[config.mk]
export PLATFORM = sky130hd
export DESIGN_NAME = wrr_arbiter_flat
export DESIGN_NICKNAME = d
export VERILOG_FILES = /design/src/rtl/rr_arb_pkg.sv /design/src/rtl/wrr_arbiter_if.sv /design/src/rtl/rr_prio_pick.sv /design/src/rtl/wrr_arbiter.sv /design/src/flat_wrapper.sv
export SDC_FILE = /design/constraint.sdc
export NUM_CORES = 1
export LEC_CHECK = 0
export ABC_CLOCK_PERIOD_IN_PS = 5470
export CORE_UTILIZATION = 53
export DETAILED_ROUTE_END_ITERATION = 6
export PLACE_DENSITY_LB_ADDON = 0.15
export REMOVE_ABC_BUFFERS = 1
export SETUP_SLACK_MARGIN = 0.15
export SLEW_MARGIN = 5
export SYNTH_ARGS = -nofsm -noshare
export SYNTH_HDL_FRONTEND = slang
export SYNTH_SLANG_ARGS = --single-unit
[constraint.sdc]
create_clock -name clk -period 5.47 [get_ports clk]
set_input_delay 1.094 -clock clk [delete_from_list [all_inputs] [get_ports clk]]
set_output_delay 1.094 -clock clk [all_outputs]
set_load 0.05 [all_outputs]
[src/rtl/rr_arb_pkg.sv]
// Shared types and helpers for the weighted round-robin arbiter.
package rr_arb_pkg;

  typedef enum logic {
    ARB_IDLE = 1'b0,
    ARB_OWN  = 1'b1
  } arb_state_e;

  // Increment an index modulo n.
  function automatic int unsigned wrap_inc(input int unsigned idx, input int unsigned n);
    return (idx + 1 >= n) ? 0 : idx + 1;
  endfunction

endpackage

[src/rtl/wrr_arbiter_if.sv]
// Request/grant bundle between requesters (master) and the arbiter (slave).
// The lock signal exists only when RR_ARB_LOCK_EN is defined.
interface wrr_arbiter_if #(
  parameter int unsigned NUM_REQS = 4,
  parameter int unsigned WEIGHT_W = 3
);
  localparam int unsigned IDX_W = $clog2(NUM_REQS);

  logic [NUM_REQS-1:0]          reqs;
  logic [NUM_REQS*WEIGHT_W-1:0] weights;
  logic                         ack;
`ifdef RR_ARB_LOCK_EN
  logic                         lock;
`endif
  logic [NUM_REQS-1:0]          grants;
  logic                         grant_valid;
  logic [IDX_W-1:0]             grant_idx;
  logic [WEIGHT_W-1:0]          credit_left;

`ifdef RR_ARB_LOCK_EN
  modport master (output reqs, weights, ack, lock,
                  input  grants, grant_valid, grant_idx, credit_left);
  modport slave  (input  reqs, weights, ack, lock,
                  output grants, grant_valid, grant_idx, credit_left);
`else
  modport master (output reqs, weights, ack,
                  input  grants, grant_valid, grant_idx, credit_left);
  modport slave  (input  reqs, weights, ack,
                  output grants, grant_valid, grant_idx, credit_left);
`endif
endinterface

[src/rtl/rr_prio_pick.sv]
// Combinational rotating-priority picker: first set request scanning from start, wrapping.
module rr_prio_pick
  import rr_arb_pkg::*;
#(
  parameter  int unsigned NUM_REQS = 4,
  localparam int unsigned IDX_W    = $clog2(NUM_REQS)
) (
  input  logic [NUM_REQS-1:0] reqs,
  input  logic [IDX_W-1:0]    start,
  output logic [NUM_REQS-1:0] onehot_c,
  output logic [IDX_W-1:0]    idx_c,
  output logic                found_c
);

  int unsigned cand;

  always_comb begin
    onehot_c = '0;
    idx_c    = '0;
    found_c  = 1'b0;
    cand     = 0;
    for (int unsigned k = 0; k < NUM_REQS; k++) begin
      cand = 32'(start) + k;
      if (cand >= NUM_REQS) cand = cand - NUM_REQS;
      if (!found_c && reqs[IDX_W'(cand)]) begin
        found_c                  = 1'b1;
        idx_c                    = IDX_W'(cand);
        onehot_c[IDX_W'(cand)]   = 1'b1;
      end
    end
  end

endmodule

[src/rtl/wrr_arbiter.sv]
// Weighted round-robin arbiter: owner holds the grant for up to weight acked beats.
// Optional RR_ARB_LOCK_EN adds a lock input that extends the current tenure.
module wrr_arbiter
  import rr_arb_pkg::*;
#(
  parameter int unsigned NUM_REQS = 4,
  parameter int unsigned WEIGHT_W = 3
) (
  input logic          clk,
  input logic          reset,
  wrr_arbiter_if.slave bus
);

  localparam int unsigned IDX_W = $clog2(NUM_REQS);

  arb_state_e          state_q, state_d;
  logic [IDX_W-1:0]    ptr_q, ptr_d;
  logic [IDX_W-1:0]    owner_q, owner_d;
  logic [NUM_REQS-1:0] grants_q, grants_d;
  logic [WEIGHT_W-1:0] credit_q, credit_d;

  logic                lock_c;
  logic                release_c;
  logic [IDX_W-1:0]    next_ptr_c;
  logic [IDX_W-1:0]    pick_start_c;
  logic [NUM_REQS-1:0] pick_reqs_c;
  logic [NUM_REQS-1:0] pick_onehot_c;
  logic [IDX_W-1:0]    pick_idx_c;
  logic                pick_found_c;
  logic [WEIGHT_W-1:0] pick_weight_c;
  logic [WEIGHT_W-1:0] pick_credit_c;

`ifdef RR_ARB_LOCK_EN
  assign lock_c = bus.lock;
`else
  assign lock_c = 1'b0;
`endif

  // Release when the owner drops its request, or on its last acked beat unless locked.
  assign release_c = (state_q == ARB_OWN) &&
                     (!bus.reqs[owner_q] ||
                      (bus.ack && (credit_q == WEIGHT_W'(1)) && !lock_c));

  assign next_ptr_c   = IDX_W'(wrap_inc(32'(owner_q), NUM_REQS));
  assign pick_start_c = release_c ? next_ptr_c : ptr_q;
  assign pick_reqs_c  = release_c ? (bus.reqs & ~grants_q) : bus.reqs;

  rr_prio_pick #(.NUM_REQS(NUM_REQS)) u_pick (
    .reqs     (pick_reqs_c),
    .start    (pick_start_c),
    .onehot_c (pick_onehot_c),
    .idx_c    (pick_idx_c),
    .found_c  (pick_found_c)
  );

  // A zero weight still earns one beat.
  assign pick_weight_c = bus.weights[32'(pick_idx_c)*WEIGHT_W +: WEIGHT_W];
  assign pick_credit_c = (pick_weight_c == '0) ? WEIGHT_W'(1) : pick_weight_c;

  always_ff @(posedge clk) begin
    if (!reset) begin
      state_q  <= ARB_IDLE;
      ptr_q    <= '0;
      owner_q  <= '0;
      grants_q <= '0;
      credit_q <= '0;
    end else begin
      state_q  <= state_d;
      ptr_q    <= ptr_d;
      owner_q  <= owner_d;
      grants_q <= grants_d;
      credit_q <= credit_d;
    end
  end

  always_comb begin
    state_d  = state_q;
    ptr_d    = ptr_q;
    owner_d  = owner_q;
    grants_d = grants_q;
    credit_d = credit_q;
    unique case (state_q)
      ARB_IDLE: begin
        if (pick_found_c) begin
          state_d  = ARB_OWN;
          owner_d  = pick_idx_c;
          grants_d = pick_onehot_c;
          credit_d = pick_credit_c;
        end
      end
      ARB_OWN: begin
        if (release_c) begin
          ptr_d = next_ptr_c;
          if (pick_found_c) begin
            owner_d  = pick_idx_c;
            grants_d = pick_onehot_c;
            credit_d = pick_credit_c;
          end else begin
            state_d  = ARB_IDLE;
            owner_d  = '0;
            grants_d = '0;
            credit_d = '0;
          end
        end else if (bus.ack && (credit_q > WEIGHT_W'(1))) begin
          // Under lock the credit saturates at 1 instead of releasing.
          credit_d = credit_q - WEIGHT_W'(1);
        end
      end
      default: state_d = ARB_IDLE;
    endcase
  end

  assign bus.grants      = grants_q;
  assign bus.grant_valid = (state_q == ARB_OWN);
  assign bus.grant_idx   = owner_q;
  assign bus.credit_left = credit_q;

endmodule

[src/flat_wrapper.sv]
// flat-port wrapper written by rule: the top's interface ports become plain ports
module wrr_arbiter_flat import rr_arb_pkg::*;
#(
  parameter int unsigned NUM_REQS = 4,
  parameter int unsigned WEIGHT_W = 3
)
  (clk, reset, bus_reqs, bus_weights, bus_ack, bus_grants, bus_grant_valid, bus_grant_idx, bus_credit_left);
  wrr_arbiter_if #(.NUM_REQS(NUM_REQS), .WEIGHT_W(WEIGHT_W)) bus_i ();
  input logic clk;
  input logic reset;
  input wire logic [$bits(bus_i.reqs)-1:0] bus_reqs;
  input wire logic [$bits(bus_i.weights)-1:0] bus_weights;
  input wire logic [$bits(bus_i.ack)-1:0] bus_ack;
  output wire logic [$bits(bus_i.grants)-1:0] bus_grants;
  output wire logic [$bits(bus_i.grant_valid)-1:0] bus_grant_valid;
  output wire logic [$bits(bus_i.grant_idx)-1:0] bus_grant_idx;
  output wire logic [$bits(bus_i.credit_left)-1:0] bus_credit_left;
  assign bus_i.reqs = bus_reqs;
  assign bus_i.weights = bus_weights;
  assign bus_i.ack = bus_ack;
  assign bus_grants = bus_i.grants;
  assign bus_grant_valid = bus_i.grant_valid;
  assign bus_grant_idx = bus_i.grant_idx;
  assign bus_credit_left = bus_i.credit_left;
  wrr_arbiter #(.NUM_REQS(NUM_REQS), .WEIGHT_W(WEIGHT_W)) u_core (.clk(clk), .reset(reset), .bus(bus_i));
endmodule
Word level (Yosys, flattened, before mapping):

Cells that the tools add are included.

* add/subtract/negate cells: 9
* multipliers: 1
* order comparisons: 15
* eq/ne operators: 4
* shifts and indexed selects: 1
* muxes and demuxes: 54
* bitwise operators: 6
* reduce and logical (&&, ||, !) cells: 18

Operator list (count)
* $mux 4: 8
* $mux 2: 13
* $lt 2x3->1 const B: 5
* $mux 1: 15
* $mux 3: 5
* $ge 3x3->1 const B: 4
* $or 4x4->4: 3
* $shiftx 12x5->3: 1
* $bmux 1 s2: 5
* $logic_and 1x1->1: 10
* $demux 1 s2: 4
* $ge 2x1->1 const B: 4
* $pmux 4 s2: 1
* $sub 2x1->2 const B: 4
* $add 2x1->3 const B: 2
* $add 2x2->3 const B: 2
* $pmux 3 s2: 1
* $and 4x4->4: 1
* $logic_not 1->1: 4
* $mul 2x2->4 const B: 1
* $not 4->4: 1
* $pmux 2 s2: 1
* $reduce_and 2->1: 2
* $eq 3x1->1 const B: 1
* 10 further kinds: 10

* register bits: 12
* bits of input ports: 19
* output and inout port bits: 10
* logic and storage cells: 113

Logic depth before layout (Yosys ltp):

Gate-level depths: netlist of run 1.

* word-level depth: 27
* mapped depth: 16

Hierarchy:

Synthesis of run 1 repeated with hierarchy kept, for this count alone.

* cells, all modules: 123
* area, all modules: 1208.7 um^2

By module, submodules not included
* wrr_arbiter: instances 1, cells an instance 78, area each 787.0 um^2
* rr_prio_pick: instances 1, cells an instance 45, area each 421.7 um^2

Worst setup path after synthesis of run 1:

OpenSTA, ideal clock, no wires.

* path kind: input to register
* from: input bus_reqs[0]
* to: register u_core.credit_q[2] (netlist: u_core.bus.credit_left[2])
* library setup time: 0.117 ns
* data arrival time: 4.307 ns
* slack: 1.046 ns
* stages: 14
* path buffers: 2
* cells stage by stage: mux2_4 or3b_1 buf_2 nand2_4 mux2i_1 inv_2 ha_1 nand2_1 nor4_1 a2111oi_1 o22a_1 buf_6 mux4_2 a22o_1

* word-level cells in the longest chain between the ends: 27
* elaborated cells between the ends (all ways): 56
* those cells by class: add/sub: 7; mul: 1; order compare: 4; eq/ne: 2; shift: 1; mux: 29; bitwise: 1; reduce/logical: 11

Ends and longest elaborated chain
* from (decl): RTL line flat_wrapper.sv:11 `input wire logic [$bits(bus_i.reqs)-1:0] bus_reqs;`
* $bmux 1 s2 *: RTL line wrr_arbiter.sv:41 `(!bus.reqs[owner_q] ||`
* $mux 1 (not written as such) *: RTL line wrr_arbiter.sv:41
* $logic_not 1->1 *: RTL line wrr_arbiter.sv:41
* $logic_or 1x1->1 *: RTL line wrr_arbiter.sv:41
* $logic_and 1x1->1 *: RTL line wrr_arbiter.sv:40 `assign release_c = (state_q == ARB_OWN) &&`
* $mux 2 *
* net u_core.pick_start_c[1]: RTL line wrr_arbiter.sv:25 `logic [IDX_W-1:0] pick_start_c;`
* branches (longest 21 deep; another with $add 2x1->3)
* to (signal assigned): RTL line wrr_arbiter.sv:72 `credit_q <= credit_d;`
* to (decl): RTL line wrr_arbiter.sv:20 `logic [WEIGHT_W-1:0] credit_q, credit_d;`

Mark *: on every way through the listed nets, which the timed path passes. The select of a mux whose other input is x is not followed.
A chain may end at the register's enable or synchronous reset.

Final worst setup path of run 1:

* from: input bus_reqs[1]
* to: register u_core.credit_q[2] (netlist: u_core.bus.credit_left[2])

The elaborated chain is that of the path after synthesis.

==> key figures, run 1 <==
Final layout
  – Post-Layout Inst Area: 0.00193 mm2
  – Nets: 250
  – Ant. Diodes: 0
  – Layout area overhead: 22.0%
  – Layout cell share with drive strength beyond 1: 0.132

Clock network
  – Postcts setup bufs: 0
  – Sink Count: 12
  – Bufs on Longest Clock Path: 2
  – TritonCTS Buffers: 3
  – Clock Latency Late Sink: 280 ps
  – CTS tree: built
  – H-tree levels: 1
  – Clk root buf: clkbuf_4
  – Post-CTS Hold Buffers: 0
  – CTS resizes: 0
  – Worst-path clk slew: 80 ps

Floorplanning
  – DIE AREA: 0.00320 mm2
  – Initial core utilization: 0.567
  – Io pins: 29
  – Die H: 56.6 um
  – Core Footprint: 0.00278 mm2
  – Chip width: 56.6 um
  – Rows: 19

Setup path
  – Slowest cell delay on critical path: 550 ps
  – Critical path peak fanout: 9
  – WP data required: 5640 ps
  – CP Data Arrival Time: 4990 ps
  – CP Capture Type: register
  – Setup CP Type: primary input to register
  – Worst-path cell chain: clkdlybuf4s50_1, mux2_4, or3b_1, nand2_4, mux2i_1, inv_2, ha_1, nand2_1, nor4_1, a2111oi_1, o22a_1, mux4_2, a22o_1
  – CP max stage cell: or3b_1
  – Type of element launching the critical path: primary input

Timing
  – Sum of negative setup slack: 0 ps
  – Post-route minimum period: 4820 ps
  – Fmax: 207 MHz
  – RSZ-0062 raised after global routing: false
  – Max Slew Vio Count: 0
  – Final setup viols: 0
  – Max_slew headroom: 0.591
  – Clk_skew: 1.26 ps
  – Final worst-path cycle share: 0.881
  – Slew @ Worst Pin: 614 ps
  – Final hold violation count: 0

Placed design
  – Final GP Congestion: 0.993
  – HPWL Detailed: 3.69 mm
  – Cell Area, Placed: 0.00189 mm2
  – Port buffer count: 28

Pwr
  – Design Power: 1.12 mW
  – Power Density: 582 mW/mm2
  – Static Leak: 0.783 nW
  – Worst VDD drop: 399 uV

Run
  – Max-cap violation count: 0

Global routing
  – First-pass GRT wire length: 7.80 mm
  – Number of global-route vias before repair: 1654
  – Initial antenna violation count: 0
  – Largest net degree at the start of global routing: 14
  – Aggregate global-route resource usage: 0.307
  – GRT overflow: 0

Detailed routing
  – Detailed Routing Iterations Pass 1: 4
  – Top Metal Used: met4
  – DR WL met3: 344 um
  – Met2 Wirelength: 2.14 mm
  – Routed via count: 1625
  – Wire per inst: 18.3 um
  – M1 WL: 2.01 mm
  – Antenna Nets Post-Route: 0
  – DR DRC count: 0
  – Drt initial violations: 102
  – Final Routed Wirelength: 4.58 mm
  – Vias per inst: 6.50

Hold path
  – Worst min path class: register to register

Yosys
  – Asr flop ratio synth: 0
  – Post-synth top flop: dfxtp_1
  – FF+latch count, synth: 12
  – Warnings from Yosys: 0
  – Seq/Total Area, Yosys: 0.152
  – Post-synth cell types: 59
  – Post-synth EDFFs: 0
  – Synthesized area: 0.00158 mm2
  – Post-Synthesis Cells: 189
  – Synth Area per Inst: 8.35 um2

Status
  – Outcome: complete, no violations
## where the power goes
group / switching, mW / total (mW) / internal [mW] / leakage, nW
clock: 0.0331 / 0.0736 / 0.0405 / 0.0210
combinational: 0.492 / 0.863 / 0.371 / 0.662
sequential: 0.0643 / 0.184 / 0.120 / 0.0993
## layout by cell type (no fill, tap or decap), types with 3 or more instances in the layout
| cell | n |
|---|---|
| nor2b_1 | 5 |
| dfxtp_1 | 12 |
| nand2_1 | 18 |
| a21oi_1 | 13 |
| inv_1 | 9 |
| buf_4 | 5 |
| mux2_2 | 4 |
| ha_1 | 11 |
| clkbuf_4 | 3 |
| a221oi_1 | 4 |
| mux2i_1 | 22 |
| nand3_1 | 6 |
| o21bai_1 | 4 |
| nor3_1 | 4 |
| nor2_1 | 10 |
| clkdlybuf4s50_1 | 28 |
| o21ai_0 | 7 |
## logic make-up (layout without fill, tap and decap cells)
family,count (synthesis),count (layout),synth area share
buf+inv,18,48,0.0547
compound gates,53,53,0.253
fa+ha+maj,11,11,0.0872
mux,31,31,0.224
flops,12,12,0.152
simple gates,64,64,0.228
## layer usage
layer  up-vias  GRT usage
met1       758      0.413
met5         -          0
li1        779          -
met3        12     0.0392
met2        76      0.511
met4         0     0.0906
## cell type report
class	count	area (um2)
Tap cell	31	38.8
Multi-Input combinational cell	159	1250
Inverter	11	41.3
Fill cell	237	856
Timing Repair Buffer	33	318
Clock buffer	4	36.3
Sequential cell	12	240
## cells in the mapped netlist, drive strengths merged (2+ instances only)
| cell | count | share of area |
|---|---|---|
| mux2i | 23 | 0.15 |
| nand2 | 19 | 0.050 |
| a21oi | 14 | 0.047 |
| dfxtp | 12 | 0.15 |
| nor2 | 12 | 0.035 |
| ha | 11 | 0.087 |
| inv | 10 | 0.024 |
| o21ai | 7 | 0.022 |
| mux2 | 6 | 0.048 |
| nand3 | 6 | 0.019 |
| buf | 5 | 0.024 |
| nor2b | 5 | 0.020 |
| a221oi | 4 | 0.022 |
| nor3 | 4 | 0.013 |
| o21bai | 4 | 0.019 |
| a2111oi | 2 | 0.016 |
| a22o | 2 | 0.011 |
| a22oi | 2 | 0.0095 |
| a311oi | 2 | 0.011 |
| a31oi | 2 | 0.017 |
| and2 | 2 | 0.0079 |
| and4 | 2 | 0.011 |
| clkbuf | 2 | 0.0048 |
| mux4 | 2 | 0.029 |
| nand3b | 2 | 0.0095 |
| nand4b | 2 | 0.011 |
| o211ai | 2 | 0.0095 |
| or3 | 2 | 0.0079 |
## path summary, 6_finish.rpt
kind | startpoint | end | slack [ps] | depth (start not counted)
hold / removal | u_core.bus.grants[3]$_SDFFE_PN0P_ | u_core.bus.grants[3]$_SDFFE_PN0P_ | 550 | 2
setup / recovery | bus_reqs[1] | u_core.bus.credit_left[2]$_SDFFE_PN0P_ | 650 | 13
hold reg to reg | u_core.bus.grants[3]$_SDFFE_PN0P_ | u_core.bus.grants[3]$_SDFFE_PN0P_ | 550 | 2
setup reg to reg | u_core.bus.grant_idx[0]$_SDFFE_PN0P_ | u_core.bus.credit_left[2]$_SDFFE_PN0P_ | 1450 | 12
## critical path: cells and delay by family
family,cells,cell delay [ps]
muxes,3,1130
adders and majority gates,1,400
and+or+nand+nor,4,870
AOI/OAI and AO/OA,3,860
buffers and inverters,2,630
## state kept, by name, indices dropped and copies added, names as in the netlist
signal	cells
u_core.bus.grants	4
u_core.bus.credit_left	3
u_core.bus.grant_idx	2
u_core.ptr_q	2
u_core.bus.grant_valid	1
## through the flow
step	hold slack, ps	cells	util	worst slack, ps
2_1_floorplan	654	182	-	939
3_3_place_gp	519	246	0.679	489
3_5_place_dp	553	246	0.679	384
4_1_cts	564	250	0.692	673
5_1_grt	593	250	0.692	494
6_report	546	250	0.692	651
Power figures use the tool's default switching activity.
==> inputs of run 2 (changes only) <==
--- a/config.mk
+++ b/config.mk
@@ -5,8 +5,8 @@
 export SDC_FILE = /design/constraint.sdc
 export NUM_CORES = 1
 export LEC_CHECK = 0
-export ABC_CLOCK_PERIOD_IN_PS = 5470
-export CORE_UTILIZATION = 53
+export ABC_CLOCK_PERIOD_IN_PS = 3900
+export CORE_UTILIZATION = 48
 export DETAILED_ROUTE_END_ITERATION = 6
 export PLACE_DENSITY_LB_ADDON = 0.15
 export REMOVE_ABC_BUFFERS = 1
==> constraint.sdc (replaced) <==
create_clock -name clk -period 3.9 [get_ports clk]
set_input_delay 0.78 -clock clk [delete_from_list [all_inputs] [get_ports clk]]
set_output_delay 0.78 -clock clk [all_outputs]
set_load 0.05 [all_outputs]
==> key figures, run 2 (synthesis results as in run 1) <==
Status
  – Outcome: complete, no violations (unchanged)

Clock network
  – Worst-path clk slew: 70 ps (was 80 ps)
  – TritonCTS Buffers: 3 (unchanged)
  – Clock Latency Late Sink: 270 ps (was 280 ps)
  – CTS tree: built (unchanged)
  – Bufs on Longest Clock Path: 2 (unchanged)
  – Sink Count: 12 (unchanged)
  – Clk root buf: clkbuf_4 (unchanged)
  – Post-CTS Hold Buffers: 0 (unchanged)
  – H-tree levels: 1 (unchanged)

Timing
  – RSZ-0062 raised after global routing: false (unchanged)
  – Slew @ Worst Pin: 594 ps (was 614 ps)
  – Final setup viols: 0 (unchanged)
  – Post-route minimum period: 3610 ps
  – Post-route setup slack: 295 ps (was 651 ps)
  – Fmax: 277 MHz
  – Fin Hold WS: 551 ps (was 546 ps)
  – Final hold violation count: 0 (unchanged)
  – Final worst-path cycle share: 0.924
  – Clk_skew: 1.88 ps (was 1.26 ps)
  – Max Slew Vio Count: 0 (unchanged)
  – Max_slew headroom: 0.604 (was 0.591)

Run
  – Max-cap violation count: 0 (unchanged)

Final layout
  – Multi-input gate area: 0.00129 mm2 (was 0.00125 mm2)
  – Most frequent cells in the layout: buf_4 (27), clkdlybuf4s50_1 (26), mux2i_1 (21) (was clkdlybuf4s50_1 (28), mux2i_1 (22), nand2_1 (18))
  – Commonest non-fill, non-tap cell in the layout: buf_4 (was clkdlybuf4s50_1)
  – Ant. Diodes: 0 (unchanged)
  – Fillers: 274 (was 237)
  – Nets: 273 (was 250)
  – Layout area overhead: 35.9% (was 22.0%)
  – Number of flip-flops in the largest register: 4 (unchanged)
  – Layout cell share with drive strength beyond 1: 0.232 (was 0.132)
  – Post-Layout Inst Area: 0.00214 mm2 (was 0.00193 mm2)
  – Reg area: 240 um2 (unchanged)

Floorplanning
  – Chip width: 59.3 um (was 56.6 um)
  – DIE AREA: 0.00352 mm2 (was 0.00320 mm2)
  – Initial core utilization: 0.513 (was 0.567)
  – Io pins: 29 (unchanged)
  – Rows: 20 (was 19)
  – Core Footprint: 0.00308 mm2 (was 0.00278 mm2)
  – Die H: 59.3 um (was 56.6 um)

Setup path
  – CP Data Arrival Time: 3780 ps (was 4990 ps)
  – Setup CP Type: primary input to register (unchanged)
  – Register-to-register setup slack: 580 ps (was 1450 ps)
  – Type of element launching the critical path: primary input (unchanged)
  – CP Capture Type: register (unchanged)
  – WP data required: 4070 ps (was 5640 ps)
  – FF-to-FF Start: u_core.bus.credit_left[1]$_SDFFE_PN0P_ (was u_core.bus.grant_idx[0]$_SDFFE_PN0P_)
  – Worst reg2reg path depth: 15 (was 12)
  – Terminus of the critical flop-to-flop path: u_core.bus.credit_left[2]$_SDFFE_PN0P_ (unchanged)
  – Worst setup startpoint: bus_ack (was bus_reqs[1])
  – Critical path peak fanout: 3 (was 9)
  – Crit path to: u_core.bus.credit_left[2]$_SDFFE_PN0P_ (unchanged)

Pwr
  – Static Leak: 0.895 nW (was 0.783 nW)
  – Worst VDD drop: 393 uV (was 399 uV)
  – Power Density: 799 mW/mm2 (was 582 mW/mm2)

Hold path
  – Worst min path class: register to register (unchanged)

Global routing
  – Aggregate global-route resource usage: 0.298 (was 0.307)
  – Largest net degree at the start of global routing: 14 (unchanged)
  – Initial antenna violation count: 0 (unchanged)
  – GRT overflow: 0 (unchanged)
  – First-pass GRT wire length: 7.76 mm (was 7.80 mm)
  – Number of global-route vias before repair: 1651 (was 1654)

Detailed routing
  – Routed via count: 1705 (was 1625)
  – Final Routed Wirelength: 4.72 mm (was 4.58 mm)
  – Drt initial violations: 81 (was 102)
  – DR DRC count: 0 (unchanged)
  – Detailed Routing Iterations Pass 1: 4 (unchanged)
  – Antenna Nets Post-Route: 0 (unchanged)
  – Vias per inst: 5.98 (was 6.50)
  – Wire per inst: 16.6 um (was 18.3 um)

Placed design
  – HPWL Detailed: 3.84 mm (was 3.69 mm)
  – Pre-CTS setup slack: -350 ps (was 384 ps)
  – Port buffer count: 28 (unchanged)
  – Final GP Congestion: 1.02 (was 0.993)
  – Cell Area, Placed: 0.00206 mm2 (was 0.00189 mm2)
run 2: metal layers:
metal  GRT usage  share of wire  wire length (um)
met1       0.381           0.42              1960
met2       0.496           0.48              2280
met4       0.167          0.029               139
met3      0.0175          0.072               340
met5           0              0                 0
run 2: critical path, cell delays in order:
cell,delay (ps)
clkdlybuf4s50_1,410
and4b_1,220
buf_4,140
a31oi_4,230
nand2_4,90
mux2i_4,180
inv_2,70
ha_4,250
nand2_1,70
nor3_1,50
a2111oi_1,340
o22a_1,240
mux4_2,520
a22o_1,180
run 2: area by class of cell:
cell class	instances	area share
Clock buffer	3	0.0105
Inverter	11	0.0193
Multi-Input combinational cell	159	0.603
Sequential cell	12	0.112
Tap cell	44	0.0257
Timing Repair Buffer	56	0.229
run 2: power breakdown:
group,switching (mW),internal (mW),leakage [nW]
sequential,0.0870,0.168,0.0993
clock,0.0406,0.0358,0.0138
combinational,0.725,0.658,0.782
total,0.853,0.861,0.895
run 2: per-stage QoR:
| stage | TNS (ps) | total power, mW | utilization | instances |
|---|---|---|---|---|
| 2_1_floorplan | -537 | 1.13 | - | 182 |
| 3_3_place_gp | -1000 | 1.54 | 0.670 | 280 |
| 3_5_place_dp | -1670 | 1.57 | 0.670 | 280 |
| 4_1_cts | 0 | 1.70 | 0.693 | 285 |
| 5_1_grt | 0 | 1.84 | 0.697 | 285 |
| 6_report | 0 | 1.71 | 0.697 | 285 |
run 2: worst min path at each step:
stage,start,to,cells past startpoint
4_1_cts,u_core.bus.grants[3]$_SDFFE_PN0P_,u_core.bus.grants[3]$_SDFFE_PN0P_,2
6_report,u_core.bus.grants[3]$_SDFFE_PN0P_,u_core.bus.grants[3]$_SDFFE_PN0P_,2
3_3_place_gp,u_core.bus.grants[2]$_SDFFE_PN0P_,u_core.bus.grants[2]$_SDFFE_PN0P_,2
5_1_grt,u_core.bus.grants[3]$_SDFFE_PN0P_,u_core.bus.grants[3]$_SDFFE_PN0P_,2
2_1_floorplan,u_core.ptr_q[1]$_SDFFE_PN0P_,u_core.ptr_q[1]$_SDFFE_PN0P_,2
3_5_place_dp,u_core.bus.grants[3]$_SDFFE_PN0P_,u_core.bus.grants[3]$_SDFFE_PN0P_,2
run 2: repair_timing:
item,in CTS,in global routing
pin swaps,4,0
resized for setup,9,2
buffers inserted,2,0
setup endpoints to repair,7,4
==> inputs of run 3 (changes only) <==
--- a/config.mk
+++ b/config.mk
@@ -6,6 +6,7 @@
 export NUM_CORES = 1
 export LEC_CHECK = 0
 export ABC_CLOCK_PERIOD_IN_PS = 3900
+export CORE_MARGIN = 5
 export CORE_UTILIZATION = 48
 export DETAILED_ROUTE_END_ITERATION = 6
 export PLACE_DENSITY_LB_ADDON = 0.15
==> key figures, run 3 (synthesis results as in run 1) <==
Run
  – Max-cap violation count: 0 (unchanged)

Final layout
  – Layout cell share with drive strength beyond 1: 0.244 (was 0.232)
  – Multi-input gate area: 0.00129 mm2 (about the same)
  – Reg area: 240 um2 (unchanged)
  – Most frequent cells in the layout: clkdlybuf4s50_1 (26), buf_4 (26), mux2i_1 (21) (was buf_4 (27), clkdlybuf4s50_1 (26), mux2i_1 (21))
  – Nets: 273 (unchanged)
  – Ant. Diodes: 0 (unchanged)
  – Number of flip-flops in the largest register: 4 (unchanged)
  – Layout area overhead: 37.6% (was 35.9%)
  – Fillers: 265 (was 274)

Detailed routing
  – DR DRC count: 0 (unchanged)
  – Detailed Routing Iterations Pass 1: 4 (unchanged)
  – Wire per inst: 17.3 um (was 16.6 um)
  – Routed via count: 1721 (was 1705)
  – Drt initial violations: 213 (was 81)
  – Final Routed Wirelength: 4.95 mm (was 4.72 mm)
  – Vias per inst: 6.02 (was 5.98)
  – Antenna Nets Post-Route: 0 (unchanged)

Pwr
  – Static Leak: 0.920 nW (was 0.895 nW)
  – Worst VDD drop: 406 uV (was 393 uV)
  – Power Density: 817 mW/mm2 (was 799 mW/mm2)

Floorplanning
  – Io pins: 29 (unchanged)
  – Core Footprint: 0.00310 mm2 (was 0.00308 mm2)
  – Initial core utilization: 0.508 (was 0.513)
  – DIE AREA: 0.00453 mm2 (was 0.00352 mm2)
  – Rows: 20 (unchanged)
  – Die H: 67.3 um (was 59.3 um)
  – Chip width: 67.3 um (was 59.3 um)

Clock network
  – Clk root buf: clkbuf_4 (unchanged)
  – Clock Latency Late Sink: 280 ps (was 270 ps)
  – Bufs on Longest Clock Path: 2 (unchanged)
  – Sink Count: 12 (unchanged)
  – H-tree levels: 1 (unchanged)
  – TritonCTS Buffers: 3 (unchanged)
  – Worst-path clk slew: 80 ps (was 70 ps)
  – CTS tree: built (unchanged)

Global routing
  – Number of global-route vias before repair: 1717 (was 1651)
  – Largest net degree at the start of global routing: 14 (unchanged)
  – Aggregate global-route resource usage: 0.233 (was 0.298)
  – Initial antenna violation count: 0 (unchanged)
  – GRT overflow: 0 (unchanged)
  – First-pass GRT wire length: 8.08 mm (was 7.76 mm)

Timing
  – Slew @ Worst Pin: 504 ps (was 594 ps)
  – Fmax: 280 MHz (was 277 MHz)
  – Clk_skew: 0.993 ps (was 1.88 ps)
  – Sum of negative setup slack: 0 ps (unchanged)
  – Max_slew headroom: 0.663 (was 0.604)
  – Final hold violation count: 0 (unchanged)
  – RSZ-0062 raised after global routing: false (unchanged)
  – Post-route minimum period: 3570 ps (was 3610 ps)
  – Final worst-path cycle share: 0.917 (was 0.924)
  – Fin Hold WS: 540 ps (was 551 ps)
  – Max Slew Vio Count: 0 (unchanged)
  – Final setup viols: 0 (unchanged)

Setup path
  – Slowest cell delay on critical path: 500 ps (was 520 ps)
  – CP Capture Type: register (unchanged)
  – Critical path peak fanout: 3 (unchanged)
  – WP buf/inv: 2 (was 3)
  – Worst-path cell chain: clkdlybuf4s50_1, mux2i_2, a31oi_4, nand2_4, mux2i_4, inv_2, ha_4, nand2_2, nor4_2, a2111oi_2, o22a_1, mux4_2, a22o_1 (was clkdlybuf4s50_1, and4b_1, buf_4, a31oi_4, nand2_4, mux2i_4, inv_2, ha_4, nand2_1, nor3_1, a2111oi_1, o22a_1, mux4_2, a22o_1)
  – Worst setup startpoint: bus_reqs[3] (was bus_ack)
  – Type of element launching the critical path: primary input (unchanged)
  – CP Data Arrival Time: 3750 ps (was 3780 ps)
  – WP data required: 4080 ps (was 4070 ps)
  – FF-to-FF Start: u_core.bus.credit_left[1]$_SDFFE_PN0P_ (unchanged)
  – CP max stage cell: mux4_2 (unchanged)
  – Register-to-register setup slack: 630 ps (was 580 ps)
  – Setup CP Type: primary input to register (unchanged)
  – CP delay by family, top: multiplexers (was compound AO/OA/AOI/OAI gates)

Hold path
  – Min-delay src: u_core.bus.grants[3]$_SDFFE_PN0P_ (unchanged)
  – Worst min path class: register to register (unchanged)

Placed design
  – HPWL Detailed: 3.92 mm (was 3.84 mm)
  – Final GP Congestion: 1.01 (was 1.02)
  – Port buffer count: 28 (unchanged)

Status
  – Outcome: complete, no violations (unchanged)
[run 3: final timing paths]
kind / to / cells after the start
min reg2reg: u_core.bus.grants[3]$_SDFFE_PN0P_ / 2
max reg2reg: u_core.bus.credit_left[2]$_SDFFE_PN0P_ / 13
min: u_core.bus.grants[3]$_SDFFE_PN0P_ / 2
max: u_core.bus.credit_left[2]$_SDFFE_PN0P_ / 13
[run 3: worst min-delay path: stages, from the launching register on]
cell and delay [ps]:
dfxtp_1 350, nand2_1 70, a221oi_1 70
[run 3: routing by layer]
| metal | up-vias | GRT usage | routed length (um) |
|---|---|---|---|
| met2 | 81 | 0.388 | 2290 |
| met4 | 0 | 0.0835 | 93 |
| li1 | 824 | - | - |
| met1 | 804 | 0.309 | 2090 |
| met3 | 12 | 0.0250 | 467 |
| met5 | - | 0 | 0 |
[run 3: area by class of cell]
type | instances | share of cell area
tap | 44 | 0.0254
sequential | 12 | 0.111
inverter | 11 | 0.0190
timing repair buffer | 56 | 0.232
clock buffer | 4 | 0.0167
multi-input combinational | 159 | 0.597
[run 3: power by group]
part           leakage (nW)  internal [mW]  switching, mW
clock network        0.0210         0.0568         0.0466
logic                 0.799          0.672          0.747
registers            0.0993          0.168         0.0842
[run 3: stage by stage]
| stage | area (um2) | util | total power, mW | worst slack (ps) | std cells |
|---|---|---|---|---|---|
| final | 2170 | 0.700 | 1.77 | 325 | 286 |
| after detailed placement | 2060 | 0.663 | 1.57 | -313 | 279 |
| after floorplan | 1530 | - | 1.13 | -361 | 182 |
| after global placement | 2060 | 0.663 | 1.53 | -209 | 279 |
| after CTS | 2120 | 0.684 | 1.71 | 153 | 283 |
| after global routing | 2170 | 0.700 | 1.90 | 168 | 286 |
[run 3: repair_timing]
| action | in CTS | in global routing |
|---|---|---|
| hold buffers | 0 | 0 |
| setup endpoints to repair | 6 | 7 |
| setup buffers | 0 | 3 |
| gates resized for setup | 5 | 7 |
| hold endpoints to repair | 0 | 0 |
| pin swaps | 2 | 4 |
==> RTL change 1 (settings of run 3) <==
`NUM_REQS` is set to 4 in 4 places; all go to 2.
--- a/src/rtl/wrr_arbiter_if.sv
+++ b/src/rtl/wrr_arbiter_if.sv
@@ -1,7 +1,7 @@
 // Request/grant bundle between requesters (master) and the arbiter (slave).
 // The lock signal exists only when RR_ARB_LOCK_EN is defined.
 interface wrr_arbiter_if #(
-  parameter int unsigned NUM_REQS = 4,
+  parameter int unsigned NUM_REQS = 2,
   parameter int unsigned WEIGHT_W = 3
 );
   localparam int unsigned IDX_W = $clog2(NUM_REQS);
--- a/src/rtl/rr_prio_pick.sv
+++ b/src/rtl/rr_prio_pick.sv
@@ -2,7 +2,7 @@
 module rr_prio_pick
   import rr_arb_pkg::*;
 #(
-  parameter  int unsigned NUM_REQS = 4,
+  parameter  int unsigned NUM_REQS = 2,
   localparam int unsigned IDX_W    = $clog2(NUM_REQS)
 ) (
   input  logic [NUM_REQS-1:0] reqs,
--- a/src/rtl/wrr_arbiter.sv
+++ b/src/rtl/wrr_arbiter.sv
@@ -3,7 +3,7 @@
 module wrr_arbiter
   import rr_arb_pkg::*;
 #(
-  parameter int unsigned NUM_REQS = 4,
+  parameter int unsigned NUM_REQS = 2,
   parameter int unsigned WEIGHT_W = 3
 ) (
   input logic          clk,
--- a/src/flat_wrapper.sv
+++ b/src/flat_wrapper.sv
@@ -1,7 +1,7 @@
 // flat-port wrapper written by rule: the top's interface ports become plain ports
 module wrr_arbiter_flat import rr_arb_pkg::*;
 #(
-  parameter int unsigned NUM_REQS = 4,
+  parameter int unsigned NUM_REQS = 2,
   parameter int unsigned WEIGHT_W = 3
 )
   (clk, reset, bus_reqs, bus_weights, bus_ack, bus_grants, bus_grant_valid, bus_grant_idx, bus_credit_left);
Ports: changed (resized bus_grant_idx, bus_grants, bus_reqs and bus_weights); port bits go from 29 to 18. The function was not compared with the original's and may differ.
==> RTL change 1 against run 3 <==
- sequential cell count decreased by 4
- synthesized cell count decreased by 60%
- total power decreased by 84%
- cell area decreased by 64%
- setup slack improved by 1.1 ns
- area after synthesis decreased by 63%
- via count decreased by 65%
- global-route usage decreased by 6.9 points
- critical path depth decreased by 12
- wire length decreased by 71%
- count of clock-buffer cells in the layout decreased by 1
- critical path type is now flip-flop to output port
- critical endpoint is now bus_grant_valid
- largest cell class unchanged
- highest routed layer is now met3
==> RTL change 1: results (changes against run 3) <==
max_slew headroom 0.654 (-0.00832); Worst Setup EP bus_grant_valid; status finished clean; sequential area share after synthesis 0.275 (+0.123); Largest register FFs 3 (-1); slowest CP cell clkdlybuf4s50_1; HPWL Detailed 1160 um (-70%); Final Skew 0.00484 ns (+0.00385 ns); Synth Instances 75 (-60%); clock buffer depth 2 (unchanged); largest net degree at the start of global routing 14 (unchanged); routed wire length 1430 um (-71%); cts repair resizes 0 (-5); drt via density 5.59 (-7.1%); most common library cells after synthesis nor2_1, dfxtp_1, a31oi_1, nand2_1, inv_1; CTS root buf clkbuf_4; number of global-route vias before repair 608 (-65%); via count 604 (-65%); Setup Buffers After CTS 0 (unchanged); reg2reg start u_core.bus.credit_left[0]$_SDFFE_PN0P_; Ys Warns 0 (unchanged); register clock-pin slew on the reported worst setup and hold paths 0.05 ns (-0.03 ns); Final Hold Vio Count 0 (unchanged); I/O Buffers 17 (-39%); critical path launch point u_core.bus.grant_valid$_SDFF_PN0_; Critical Path Fanout Max 13 (+10); R2R Setup Slk 2.03 ns (+1.40 ns); Async SR Flop Fraction 0 (unchanged); cells on worst reg2reg path 6 (-7); XOR/XNOR Fraction of Synth Area 0 (unchanged); global-route wire length before repair 2440 um (-70%); Routability Congestion 0.787 (-22%); Total GRT Usage 0.163 (-0.0692); Top Family by Delay on Critical Path buffers and inverters; iteration-0 DRC count of the detailed router 13 (-94%); crit-path max cell delay 0.88 ns (+0.38 ns); top cells by area, synth dfxtp_1, a31oi_1, nor2_1; share of layout cells above drive strength 1 0.0851 (-0.159); worst hold path depth 2 (unchanged); Leakage 0.305 nW (-67%); clk_lat worst skew 0.25 ns (-0.03 ns); multiplexer area fraction after synthesis 0.101 (-0.123); synth unique cells 27 (-54%); Synth Area in Compound Gates 0.297 (+0.0438); Post-Place Cells 105 (-62%); fillers 112 (-58%); DRT Pass-1 Iters 4 (unchanged); ys flop type dfxtp_1; R2R Path End u_core.bus.credit_left[0]$_SDFFE_PN0P_; Num CTS Buffers 3 (unchanged); Worst IR Drop VDD 0.198 mV (-51%); Post-Synth Adder-Cell Area 0.0430 (-0.0442); H-tree levels 1 (unchanged); Arrival @ worst endpoint 1.68 ns (-2.07 ns)
RTL change 1: final cells by class:
| type | instances | area, um2 | share of cell area |
|---|---|---|---|
| tap | 14 | 17.5 | 0.0222 |
| sequential | 8 | 160 | 0.203 |
| inverter | 6 | 22.5 | 0.0286 |
| clock buffer | 3 | 22.5 | 0.0286 |
| multi-input combinational | 60 | 395 | 0.502 |
| timing repair buffer | 17 | 170 | 0.216 |
RTL change 1: metrics by stage:
step           power, mW  hold slack, ns  cell area, um2  setup slack [ns]
2_1_floorplan      0.182           0.488             578              1.91
3_3_place_gp       0.221           0.505             766              1.27
3_5_place_dp       0.223           0.514             766              1.21
4_1_cts            0.285           0.521             788              1.44
5_1_grt            0.301           0.549             788              1.31
6_report           0.283           0.521             788              1.44
RTL change 1: worst min-delay path by stage:
| stage | start | to | slack, ns |
|---|---|---|---|
| 2_1_floorplan | u_core.ptr_q$_SDFFE_PN0P_ | u_core.ptr_q$_SDFFE_PN0P_ | 0.49 |
| 3_3_place_gp | u_core.ptr_q$_SDFFE_PN0P_ | u_core.ptr_q$_SDFFE_PN0P_ | 0.51 |
| 3_5_place_dp | u_core.ptr_q$_SDFFE_PN0P_ | u_core.ptr_q$_SDFFE_PN0P_ | 0.51 |
| 4_1_cts | u_core.ptr_q$_SDFFE_PN0P_ | u_core.ptr_q$_SDFFE_PN0P_ | 0.52 |
| 5_1_grt | u_core.ptr_q$_SDFFE_PN0P_ | u_core.ptr_q$_SDFFE_PN0P_ | 0.55 |
| 6_report | u_core.ptr_q$_SDFFE_PN0P_ | u_core.ptr_q$_SDFFE_PN0P_ | 0.52 |
RTL change 1: worst register-to-register path: stages, from the launching register on:
cell and delay (ns):
dfxtp_1 0.41, ha_1 0.22, nand3b_1 0.18, a21boi_4 0.25
mux2i_2 0.42, o211ai_1 0.16, a31oi_1 0.17
RTL change 1: logic make-up after synthesis:
logic type,Yosys count
adder cells (fa/ha/maj),2
AO/OA/AOI/OAI,25
flip-flops,8
multiplexers,5
AND/OR/NAND/NOR,28
buffers and inverters,7
RTL change 1: report_power, final:
group,internal (mW),switching [mW],leakage [nW]
combinational,0.0502,0.0666,0.225
sequential,0.0910,0.0132,0.0663
clock,0.0351,0.0265,0.0138
RTL change 1: routing by layer:
metal,vias to the layer above,global-route usage,wire length [um]
met5,-,0,0
met4,0,0.0643,0
met3,0,0.0518,60
met2,17,0.269,686
met1,269,0.196,681
li1,318,-,-
==> RTL change 2 (settings of run 3) <==
Made on the original files. Make the reset (`reset`) asynchronous in one clocked block.
--- a/src/rtl/wrr_arbiter.sv
+++ b/src/rtl/wrr_arbiter.sv
@@ -57,7 +57,7 @@
   assign pick_weight_c = bus.weights[32'(pick_idx_c)*WEIGHT_W +: WEIGHT_W];
   assign pick_credit_c = (pick_weight_c == '0) ? WEIGHT_W'(1) : pick_weight_c;
 
-  always_ff @(posedge clk) begin
+  always_ff @(posedge clk or negedge reset) begin
     if (!reset) begin
       state_q  <= ARB_IDLE;
       ptr_q    <= '0;
Check against the original RTL: differs if reset is asserted again (counterexample within 4 cycles, from zero or initial values and one cycle with reset low); with reset held inactive, the same outputs for 10 cycles.
==> RTL change 2 against run 3 <==
- area after synthesis shrank 8.2%
- critical path depth grew 2
- sequential share of layout area grew 3.3 points
- utilization is essentially flat
- synthesized cell count shrank 10%
- wire length shrank 5.2%
- cell area shrank 4.0%
- setup slack gained 0.0034 ns
- sequential cell count is the same
- largest cell class unchanged
Power is not shown: default switching activity piles up to over one toggle a cycle in this logic, so the estimate is an artifact.
==> RTL change 2: results (changes against run 3) <==
worst min path class flip-flop to flip-flop; DRT Pass-1 Iters 4 (unchanged); status finished clean; XOR/XNOR Fraction of Synth Area 0 (unchanged); grt total ovfl 0 (unchanged); worst hold slack 0.610 ns (+0.0697 ns); sequential area share after synthesis 0.207 (+0.0552); Arrival @ worst endpoint 3.72 ns (-0.03 ns); Hold Startpoint u_core.bus.credit_left[1]$_DFFE_PN0P_; R2R Setup Slk 0.58 ns (-0.05 ns); synth unique cells 44 (-25%); # diodes 0 (unchanged); nets@finish 260 (-4.8%); H-tree levels 1 (unchanged); global-route wire length before repair 7620 um (-5.6%); top cells by area, synth dfrtp_1, ha_1, mux2i_1; initial antenna violation count 0 (unchanged); largest net degree at the start of global routing 13 (-1); Total GRT Usage 0.230 (-0.00237); Routability Congestion 0.912 (-9.4%); worst hold path depth 2 (unchanged); Placement Setup Slack -0.273 ns (+0.0398 ns); HPWL Detailed 3750 um (-4.5%); cells on worst reg2reg path 11 (-2); Num CTS Buffers 3 (unchanged); register clock-pin slew on the reported worst setup and hold paths 0.09 ns; fillers 247 (-6.8%); Final Cycle Share 0.916 (about the same); hold path endpoint u_core.bus.credit_left[1]$_DFFE_PN0P_; drt via density 6.34 (+5.4%); Critical Path Fanout Max 7 (+4); Synth Area in Compound Gates 0.416 (+0.163); max_slew headroom 0.526 (-0.136); Async SR Flop Fraction 1.00 (+1.00); number of global-route vias before repair 1,653 (-3.7%); Largest register FFs 4 (unchanged); Post-Synth Adder-Cell Area 0.0864 (-0.000802); R2R Path End u_core.bus.credit_left[0]$_DFFE_PN0P_; clock buffer depth 2 (unchanged); hold buffers post-CTS 0 (unchanged); slowest CP cell clkdlybuf4s50_1; crit-path max cell delay 0.48 ns (-0.02 ns); reg2reg start u_core.bus.grant_idx[0]$_DFFE_PN0P_; Final Skew 0.00753 ns (+0.00654 ns); routed wire length 4690 um (-5.2%); share of layout cells above drive strength 1 0.226 (-0.0177); most common library cells after synthesis inv_1, a31oi_1, dfrtp_1; multiplexer area fraction after synthesis 0.124 (-0.101); iteration-0 DRC count of the detailed router 105 (-51%)
-- RTL change 2: cell count changes in the layout (fill, tap and decap cells not counted), moves of 6 or more --
cell,delta
dfrtp_1,+12
dfxtp_1,-12
a31oi_1,+11
mux2i_1,-11
a211o_1,+6
a21oi_1,-6
buf_4,+6
nand2_1,-6
-- RTL change 2: logic make-up after synthesis --
logic type                 count (synthesis)
buffers and inverters                     18
DFF                                       12
AOI/OAI and AO/OA                         81
adders and majority gates                 10
muxes                                     14
and+or+nand+nor                           35
-- RTL change 2: how the worst max path moves through the flow --
stage / start / endpoint / slack [ns] / cells past startpoint
2_1_floorplan: u_core.bus.credit_left[0]$_DFFE_PN0P_ / u_core.bus.credit_left[0]$_DFFE_PN0P_ / -0.01 / 11
3_3_place_gp: bus_reqs[3] / u_core.bus.credit_left[0]$_DFFE_PN0P_ / -0.21 / 11
3_5_place_dp: bus_reqs[3] / u_core.bus.credit_left[2]$_DFFE_PN0P_ / -0.27 / 11
4_1_cts: bus_reqs[3] / u_core.bus.credit_left[0]$_DFFE_PN0P_ / 0.18 / 13
5_1_grt: bus_ack / u_core.bus.credit_left[0]$_DFFE_PN0P_ / 0.15 / 15
6_report: bus_ack / u_core.bus.credit_left[0]$_DFFE_PN0P_ / 0.33 / 15
-- RTL change 2: stage by stage --
step	area (um2)	cells	utilization	setup TNS, ns
after floorplan	1430	166	-	-0.0100
after global placement	1960	255	0.659	-0.525
after detailed placement	1960	255	0.659	-0.839
after CTS	2030	261	0.683	0
after global routing	2080	263	0.700	0
final	2080	263	0.700	0
-- RTL change 2: area by class of cell --
type                       count  area (um2)  area share
tap                           33        41.3      0.0198
inverter                      14        55.1      0.0264
clock buffer                   4        36.3      0.0174
sequential                    12         300       0.144
multi-input combinational    140        1120       0.538
timing repair buffer          60         531       0.255
-- RTL change 2: worst max-delay path: cells and delay by family --
family,cells,cell delay (ns)
adder cells (fa/ha/maj),1,0.26
multiplexers,1,0.18
AO/OA/AOI/OAI,7,1.37
buffers and inverters,4,0.99
AND/OR/NAND/NOR,2,0.13
-- RTL change 2: what timing repair did --
action | 4_1_cts | 5_1_grt
gates resized for setup | 3 | 7
buffers inserted | 2 | 2
pin swaps | 4 | 7
setup endpoints to repair | 3 | 4
-- RTL change 2: layer usage --
| metal | up-vias | global-route usage | share of wire |
|---|---|---|---|
| li1 | 799 | - | - |
| met1 | 795 | 0.298 | 0.43 |
| met2 | 68 | 0.400 | 0.50 |
| met3 | 6 | 0.0485 | 0.064 |
| met4 | 0 | 0.0343 | 0.0066 |
| met5 | - | 0 | 0 |
